<file path="src/rtl/mem_arbiter_pkg.sv">
// Shared types for the imem/dmem to backing-memory arbiter.
package arbiter_types;

    typedef logic [31:0] rv32i_word;

    typedef enum logic [1:0] {
        IDLE,
        BUSY_I,
        BUSY_D,
        RESP
    } arb_state_t;

    typedef enum logic {
        GRANT_I,
        GRANT_D
    } grant_t;

    typedef struct packed {
        rv32i_word  addr;
        rv32i_word  wdata;
        logic [3:0] wmask;
        logic       write;
    } req_t;

endpackage

</file>
<file path="src/rtl/mem_arbiter_req_latch.sv">
// Holds the granted request; the backing-memory port is driven only from here.
module mem_arbiter_req_latch
    import arbiter_types::*;
(
    input  logic clk,
    input  logic rst_n,
    input  logic grant_i,
    input  req_t req_i,
    output req_t req_o
);

    req_t req_q;

    always_ff @(posedge clk or negedge rst_n) begin
        if (!rst_n) begin
            req_q <= '0;
        end else if (grant_i) begin
            req_q <= req_i;
        end
    end

    assign req_o = req_q;

endmodule

</file>
<file path="src/rtl/mem_arbiter.sv">
// Round-robin arbiter serializing imem fetches and dmem loads/stores onto one
// word-wide backing-memory port, with a one-cycle registered response per request.
module mem_arbiter
    import arbiter_types::*;
#(
    parameter logic FETCH_FIRST = 1'b1
) (
    input  logic        clk,
    input  logic        rst,
    input  logic        imem_read,
    input  logic [31:0] imem_address,
    output logic        imem_resp,
    output logic [31:0] imem_rdata,
    input  logic        dmem_read,
    input  logic        dmem_write,
    input  logic [3:0]  dmem_wmask,
    input  logic [31:0] dmem_address,
    input  logic [31:0] dmem_wdata,
    output logic        dmem_resp,
    output logic [31:0] dmem_rdata,
    output logic        mem_read,
    output logic        mem_write,
    output logic [3:0]  mem_wmask,
    output logic [31:0] mem_address,
    output logic [31:0] mem_wdata,
    input  logic        mem_resp,
    input  logic [31:0] mem_rdata
);

    arb_state_t state_q, state_d;
    grant_t     last_grant_q, last_grant_d;
    grant_t     sel;
    logic       grant_strobe;
    req_t       req_d, req_q;
    rv32i_word  imem_rdata_q, dmem_rdata_q;
    logic       imem_resp_q, dmem_resp_q;
    logic       dmem_pending;
    logic       busy;

    assign dmem_pending = dmem_read | dmem_write;

    always_comb begin
        state_d      = state_q;
        last_grant_d = last_grant_q;
        grant_strobe = 1'b0;
        sel          = GRANT_I;
        req_d        = '0;

        unique case (state_q)
            IDLE: begin
                if (imem_read && dmem_pending) begin
                    sel = (last_grant_q == GRANT_I) ? GRANT_D : GRANT_I;
                end else if (dmem_pending) begin
                    sel = GRANT_D;
                end
                if (imem_read || dmem_pending) begin
                    grant_strobe = 1'b1;
                    last_grant_d = sel;
                    state_d      = (sel == GRANT_I) ? BUSY_I : BUSY_D;
                end
                // A load+store request resolves as a store; reads carry zero mask/data.
                if (sel == GRANT_I) begin
                    req_d.addr = imem_address;
                end else begin
                    req_d.addr  = dmem_address;
                    req_d.write = dmem_write;
                    req_d.wmask = dmem_write ? dmem_wmask : 4'b0000;
                    req_d.wdata = dmem_write ? dmem_wdata : 32'h0;
                end
            end
            BUSY_I, BUSY_D: begin
                if (mem_resp) begin
                    state_d = RESP;
                end
            end
            RESP: begin
                state_d = IDLE;
            end
            default: begin
                state_d = IDLE;
            end
        endcase
    end

    always_ff @(posedge clk or negedge rst) begin
        if (!rst) begin
            state_q      <= IDLE;
            last_grant_q <= FETCH_FIRST ? GRANT_D : GRANT_I;
            imem_rdata_q <= '0;
            dmem_rdata_q <= '0;
            imem_resp_q  <= 1'b0;
            dmem_resp_q  <= 1'b0;
        end else begin
            state_q      <= state_d;
            last_grant_q <= last_grant_d;
            imem_resp_q  <= (state_q == BUSY_I) && mem_resp;
            dmem_resp_q  <= (state_q == BUSY_D) && mem_resp;
            if ((state_q == BUSY_I) && mem_resp) begin
                imem_rdata_q <= mem_rdata;
            end
            if ((state_q == BUSY_D) && mem_resp) begin
                dmem_rdata_q <= mem_rdata;
            end
        end
    end

    mem_arbiter_req_latch u_req_latch (
        .clk     (clk),
        .rst_n   (rst),
        .grant_i (grant_strobe),
        .req_i   (req_d),
        .req_o   (req_q)
    );

    assign busy        = (state_q == BUSY_I) || (state_q == BUSY_D);
    assign mem_read    = busy && !req_q.write;
    assign mem_write   = busy && req_q.write;
    assign mem_wmask   = req_q.wmask;
    assign mem_address = req_q.addr;
    assign mem_wdata   = req_q.wdata;

    assign imem_resp  = imem_resp_q;
    assign dmem_resp  = dmem_resp_q;
    assign imem_rdata = imem_rdata_q;
    assign dmem_rdata = dmem_rdata_q;

endmodule

</file>
<file path="config.mk">
export PLATFORM = sky130hd
export DESIGN_NAME = mem_arbiter
export DESIGN_NICKNAME = d
export VERILOG_FILES = /design/src/rtl/mem_arbiter_pkg.sv /design/src/rtl/mem_arbiter_req_latch.sv /design/src/rtl/mem_arbiter.sv
export SDC_FILE = /design/constraint.sdc
export NUM_CORES = 1
export LEC_CHECK = 0
export CORE_MARGIN = 2
export CORE_UTILIZATION = 38
export DETAILED_ROUTE_END_ITERATION = 10
export PLACE_DENSITY = 0.77
export SYNTH_ARGS = -nofsm -noshare
export SYNTH_HDL_FRONTEND = slang
export SYNTH_SLANG_ARGS = --single-unit
</file>
<file path="constraint.sdc">
create_clock -name clk -period 1.4 [get_ports clk]
set_input_delay 0.35 -clock clk [delete_from_list [all_inputs] [get_ports clk]]
set_output_delay 0.35 -clock clk [all_outputs]
set_load 0.03 [all_outputs]
</file>
# Yosys cells after proc, flatten, opt, wreduce, memory -nomap -nowiden
# Cells that the tools add are included.
# totals
regBits,138
inputBits,138
word_cells,43
# classes
eq_ne,5
mux,15
n_bitwise,1
reduce_logical,12
# ops
operator,n
69-bit two-way mux,1
32-bit two-way mux,2
37-bit two-way mux,1
1-bit two-way mux,6
2-bit two-way mux,3
2-bit one-hot mux with 3 select lines,1
1-bit logical AND,5
2-bit equality test (second input constant),2
4-bit two-way mux,1
2-bit inequality test (second input constant),2
2-bit AND reduction,2
2-bit by 1-bit equality test with 1-bit output (second input constant),1
2-bit zero test,1
1-bit logical OR,2
2-bit OR reduction,1
1-bit zero test,1
1-bit bitwise OR,1

# Depth between registers and ports, before layout
# Gate-level depths: netlist of run 1.
# logic_depth
ltp_word,7
ltp_mapped,7

# Modules after synthesis
# From an unflattened synthesis of run 1, not the netlist that was laid out.
# unflattened
hier_cells,390
area_unflattened_um2,5869.4
# modules_own_cells
mod,n_inst,cells_per_inst,area_per_inst_um2,seq_area_each_um2
mem_arbiter,1,244,3265.6,1727.9
mem_arbiter_req_latch,1,146,2603.7,1726.7

# Least setup slack after synthesis of run 1
# OpenSTA, ideal clock, no wires.
# synth_path
path_type,register to output
from,register state_q[0]
to,output mem_read
t_arrival_ns,1.183
required_time_ns,1.050
path_slack_ns,-0.133
path_stages_with_launch,4
cell_sequence,dfrtp_1 -> inv_1 -> ha_1 -> nor2b_1
# synth_via
elab_chain_cells,3
elab_cells_between_ends,4
cone_classes,eq/ne (2); reduce/logical (2)
# synth_lines
item,line_no,rtl
from (decl),mem_arbiter.sv:30,"arb_state_t state_q, state_d;"
from (signal assigned),mem_arbiter.sv:94,state_q <= state_d;
2-bit by 1-bit equality test with 1-bit output or 2-bit equality test (tied branches),mem_arbiter.sv:115,assign busy = (state_q == BUSY_I) || (state_q == BUSY_D);
1-bit logical OR (*),mem_arbiter.sv:115,
1-bit logical AND (*),mem_arbiter.sv:116,assign mem_read = busy && !req_q.write;
to (decl),mem_arbiter.sv:21,"output logic mem_read,"
# Every way passes the cells marked *; elsewhere a longest branch is shown, timed or not.

# Worst setup path in the final report of run 1
# layout_path
from,register state_q[1]
to,output mem_read
# The elaborated chain is that of the path after synthesis.

==> results of run 1 <==
worst max-delay path: cells and delay by family (launching register included):
kind	cells	cell delay, ns
and+or+nand+nor	1	0.14
adders and majority gates	1	0.28
buffers and inverters	2	0.19
DFF	1	0.37
power by group through the flow:
stage	Sequential, mW	Combinational [mW]	Clock, mW
floorplan	8.87	7.02	0
global placement	7.16	13.0	0
detailed placement	7.30	13.2	0
CTS	7.23	13.4	4.44
global route	7.50	15.0	4.63
finish	7.28	14.3	4.35
state kept, by name, summed over array words and instances, names as in the netlist:
| name | count |
|---|---|
| imem_resp | 1 |
| state_q | 2 |
| u_req_latch.req_o | 69 |
| dmem_rdata | 32 |
| imem_rdata | 32 |
| last_grant_q | 1 |
| dmem_resp | 1 |
Yosys cell counts (all sizes together):
library cell  number  share of area, %
nand2             36               2.2
o211a              1              0.17
clkbuf             2              0.12
inv                5              0.31
o2bb2ai            1              0.46
nor3               1             0.083
buf               90                12
dfstp              1              0.44
a22o              36               5.2
and3               1              0.10
mux2i             32               5.3
a21boi             1              0.12
o21bai             1              0.12
nor2b              2              0.21
o31ai              1              0.21
dfrtp            137                57
a21oi              2              0.17
o2111ai            1              0.15
ha                 3              0.62
mux2              64                12
and2               1              0.10
o21ai             33               2.7
a21o               2              0.25
o22a               1              0.15
layout make-up:
type / instances / share of cell area, %
clock inverters: 14 / 1.53
inverters: 5 / 0.193
multi-input cells: 220 / 22.5
well taps: 211 / 2.71
repair buffers: 333 / 33.2
flip-flops and latches: 138 / 35.5
clock buffers: 18 / 4.41
stage by stage:
step           TNS [ns]  instances  cell area [µm²]  utilization [%]  setup slack, ns
6_report          -8.84        939             9730             63.5           -0.344
4_1_cts           -7.60        929             9350             61.1           -0.353
3_3_place_gp     -42.81        872             8710             56.9           -0.401
2_1_floorplan    -0.303        455             6020                -          -0.0116
5_1_grt          -14.71        939             9730             63.5           -0.429
3_5_place_dp     -48.76        872             8710             56.9           -0.463
cell families (layout without fill, tap and decap cells):
group	after synthesis	after routing
AOI/OAI and AO/OA	80	80
adders and majority gates	3	3
and+or+nand+nor	41	41
buffers and inverters	97	370
muxes	96	96
DFF	138	138
what timing repair did:
| item | 4_1_cts | 5_1_grt |
|---|---|---|
| hold buffers | 1 | 0 |
| endpoints found under the hold margin | 30 | 0 |
| cloned | 11 | 9 |
| endpoints found under the setup margin | 198 | 136 |
| pin swaps | 1 | 3 |
| buffers inserted | 13 | 5 |
| resized for setup | 567 | 66 |
layer usage:
layer,vias to the layer above,wire length (µm),global-route usage (%)
li1,2050,-,-
met1,2251,6870,21.9
met2,170,9730,37.5
met3,15,1370,7.91
met4,0,199,4.81
met5,-,0,0
path summary, 6_finish.rpt:
| check | cells after the start | slack [ns] | endpoint |
|---|---|---|---|
| worst max-delay path | 4 | -0.34 | mem_read |
| worst min-delay path | 2 | 0.44 | u_req_latch.req_o[24] |
| worst max register to register | 7 | -0.21 | dmem_rdata[27] |
| worst min register to register | 2 | 0.48 | u_req_latch.req_o[64] |
| max in group asynchronous | 3 | 0.42 | u_req_latch.req_o[41] |
| min in group clk | 2 | 0.48 | u_req_latch.req_o[64] |
==> flow_summary.toml, run 1 <==
[timing]
hold_violations = 0
fin_skew_ns = 0.00999
fin_crit_ns = 1.74
slew_headroom_pct = 71.1
finalSetupViolations = 75
fmax_mhz = 573
rsz0062_at_grt = "true"
fin_ws_ns = -0.344
holdWs_ns = 0.445
min_period_over_period_pct = 125
slew_viol_final = 0
tightest_slew_ns = 0.432

[clock_tree]
cts_buffers = 17
clock_sinks = 138
cts_htree_levels = 4
clk_path_buf_depth = 2
clockRootBuffer = "clkbuf_16"
cts.clk_slew.worst_paths_ns = 0.06
clk_latency_ns = 0.41
cts_tree = "yes"

[drt]
viasPerCell = 4.78
dr.pass1.iters = 4
drc = 0
vias = 4486
wl_per_cell_um = 19.3
drt-initial-drc-count = 112
ant_nets = 0
routed_wl_um = 18200

[yosys]
ys_seq_elements = 138
yosysSeqAreaShare_pct = 57.5
synth_mux_area_share_pct = 17.3
synth_top_family_by_area = "multiplexers"
synthAdderAreaFrac_pct = 0.624
synth_xor_area_share_pct = 0
syn_nets = 596
synth_compound_area_share_pct = 9.78
avgSynthCellArea_um2 = 13.2
ys_types = 27
synth_simple_gate_area_share_pct = 2.75
synth_area_mm2 = 0.00601
yosys_warnings = 0
syn_inst = 455

[floorplan]
die_area_mm2 = 0.0168
rows = 45
die_x_um = 130
die_y_um = 130
num_io_pins = 274
initial_core_util_pct = 39.2
core-area_mm2 = 0.0153

[global_route]
overflow = 0
grt_util_all_layers_pct = 20.3
first_global_vias = 4883
grt_pass1_wl_um = 25700
grt_max_degree = 41
antenna_found_initial = 0

[placed_design]
gp_congestion = 0.801
place.port_buffers = 273
hpwl_um = 11200

[power]
power_density_mw_per_mm2 = 2660
power.clock.fraction_pct = 16.8
total_power_mw = 25.9
comb_power_share_pct = 55.1
ir_drop_v = 0.00159
seq_power_share_pct = 28.1
switching_share_pct = 41.3
p_sw_mw = 10.7
power.leakage_nw = 4.78
p_int_mw = 15.2

[worst_setup_path]
required_ns = 1.05
reg2reg_from = "state_q[1]"
worstPathCellList = "inv_2 > ha_4 > nor2b_4 > buf_6"
cp_data_arrival_time_ns = 1.39
critPathCaptureType = "output pin"
crit_start = "state_q[1]"
path_max_fanout = 3
cpPeakStageDelay_ns = 0.37
slowest_stage = "dfrtp_1"
path_class = "flop to output pin"
critPathLaunchType = "flop"

[final_layout]
fin_nets = 856
final_layout_size_suffix_gt1_share_pct = 43.0
final-seq-area_mm2 = 0.00345
antennaDiodeCount = 0
multiInputGateArea_mm2 = 0.00219
final_cell_mix = "dfrtp_1 (137), clkdlybuf4s50_1 (133), buf_2 (101)"
areaGrowthSynthToFinish_pct = 61.9
final_common_cell = "dfrtp_1"
fill_cells = 1177

[min_path]
min-delay-path-class = "primary input to asynchronous set/reset pin"

[job]
cap_violations = 0

[run_status]
status = "finished, violations left"
violations = "negative setup slack"
Power figures use the tool's default switching activity.
==> run 2, diff against run 1 <==
--- a/constraint.sdc
+++ b/constraint.sdc
@@ -3,2 +3,2 @@
 set_output_delay 0.35 -clock clk [all_outputs]
-set_load 0.03 [all_outputs]
+set_load 0.05 [all_outputs]
==> run 2 against run 1 <==
Against the previous run: the flow still finishes with violations (negative setup slack); die area is the same; worst setup slack lost 0.038 ns; sequential power grew 15%; critical endpoint unchanged; register-to-register slack lost 0.03 ns; sequential share of layout area shrank 5.4 points; combinational power grew 57%; wire length grew 9.3%; fmax shrank 2.1%; via count grew 2.5%; utilization grew 11 points; flip-flop and latch count is the same; final cell count shrank 0.21%.
==> flow_summary.toml, run 2 (synthesis gave the netlist of run 1 again) <==
[worst_setup_path]
critPathLaunchType = "flop"
cp_data_arrival_time_ns = 1.43
path_max_fanout = 3
required_ns = 1.05
critPathCaptureType = "output pin"
path_class = "flop to output pin"

[power]
power.leakage_nw = 5.29
total_power_mw = 35.1
ir_drop_v = 0.00172
power_density_mw_per_mm2 = 3060

[clock_tree]
cts.clk_slew.worst_paths_ns = 0.06
clock_sinks = 138
clk_path_buf_depth = 2
cts_buffers = 17
clockRootBuffer = "clkbuf_16"
cts_tree = "yes"
cts_htree_levels = 4
clk_latency_ns = 0.41

[final_layout]
fin_nets = 853
areaGrowthSynthToFinish_pct = 90.7
finish.utilization_pct = 74.9
finalNonFillerCells = 937
fill_cells = 964
largest_reg_flops = 69
multiInputGateArea_mm2 = 0.00233
final_common_cell = "buf_12"
final_layout_size_suffix_gt1_share_pct = 43.7
design_area_mm2 = 0.0115
final_cell_mix = "buf_12 (154), dfrtp_1 (137), clkdlybuf4s50_1 (133)"
final-seq-area_mm2 = 0.00345

[drt]
drt-initial-drc-count = 147
wl_per_cell_um = 21.2
dr.pass1.iters = 4
viasPerCell = 4.91
drc = 0
routed_wl_um = 19900
ant_nets = 0
vias = 4597

[timing]
min_period_over_period_pct = 127
fin_crit_ns = 1.78
fmax_mhz = 561
fin_skew_ns = 0.0123
tightest_slew_ns = 0.406
slew_viol_final = 0
hold_violations = 0
setup_tns_ns = -10.50
fin_ws_ns = -0.382
slew_headroom_pct = 72.9
finalSetupViolations = 85
rsz0062_at_grt = "true"
holdWs_ns = 0.411

[floorplan]
num_io_pins = 274
die_area_mm2 = 0.0168
initial_core_util_pct = 39.2
die_y_um = 130
core-area_mm2 = 0.0153
rows = 45
die_x_um = 130

[placed_design]
place.port_buffers = 273
place_inst = 871
gp_congestion = 0.784
hpwl_um = 12700
dp_slack_ns = -0.453
post_dp_cell_area_mm2 = 0.0100

[job]
cap_violations = 0

[global_route]
antenna_found_initial = 0
grt_pass1_wl_um = 27600
grt_max_degree = 38
overflow = 0
first_global_vias = 5039
grt_util_all_layers_pct = 21.8

[run_status]
violations = "negative setup slack"
status = "finished, violations left"

[min_path]
min-delay-path-class = "primary input to asynchronous set/reset pin"
[run 2: critical path, stage by stage, from the launching register on]
cell and delay, ns:
dfrtp_1 0.37, inv_2 0.06, ha_4 0.28, nor2b_4 0.16, buf_12 0.14
[run 2: final timing paths]
path | cells after the start | to | start | slack (ns)
worst max-delay path | 4 | mem_read | state_q[1] | -0.38
worst min-delay path | 2 | u_req_latch.req_o[24] | rst | 0.41
worst max register to register | 7 | dmem_rdata[28] | state_q[1] | -0.24
worst min register to register | 2 | u_req_latch.req_o[50] | u_req_latch.req_o[50] | 0.55
max in group asynchronous | 3 | u_req_latch.req_o[48] | rst | 0.44
min in group clk | 2 | u_req_latch.req_o[6] | dmem_wdata[1] | 0.53
[run 2: layout make-up]
class	instances	share of cell area, %
inverters	5	0.164
well taps	211	2.30
clock buffers	20	3.90
repair buffers	325	42.3
multi-input cells	225	20.3
clock inverters	12	0.873
diodes	1	0.0218
flip-flops and latches	138	30.1
[run 2: power breakdown]
group          internal, mW  switching, mW  total [mW]
clock                  2.48           1.70        4.18
combinational          11.6           10.9        22.5
sequential             6.03           2.33        8.37
[run 2: timing repair]
item	in CTS	in global routing
cloned	11	7
endpoints found under the setup margin	113	125
hold buffers	1	0
setup buffers	14	11
gates resized for setup	47	94
pin swaps	4	5
hold endpoints to repair	29	0
[run 2: metal layers]
layer  wire length, µm  vias up  track usage [%]
met4               515        0             7.53
li1                  -     2057                -
met3              1390       36             8.04
met1              7320     2321             24.0
met2             10600      183             38.7
met5                 0        -                0
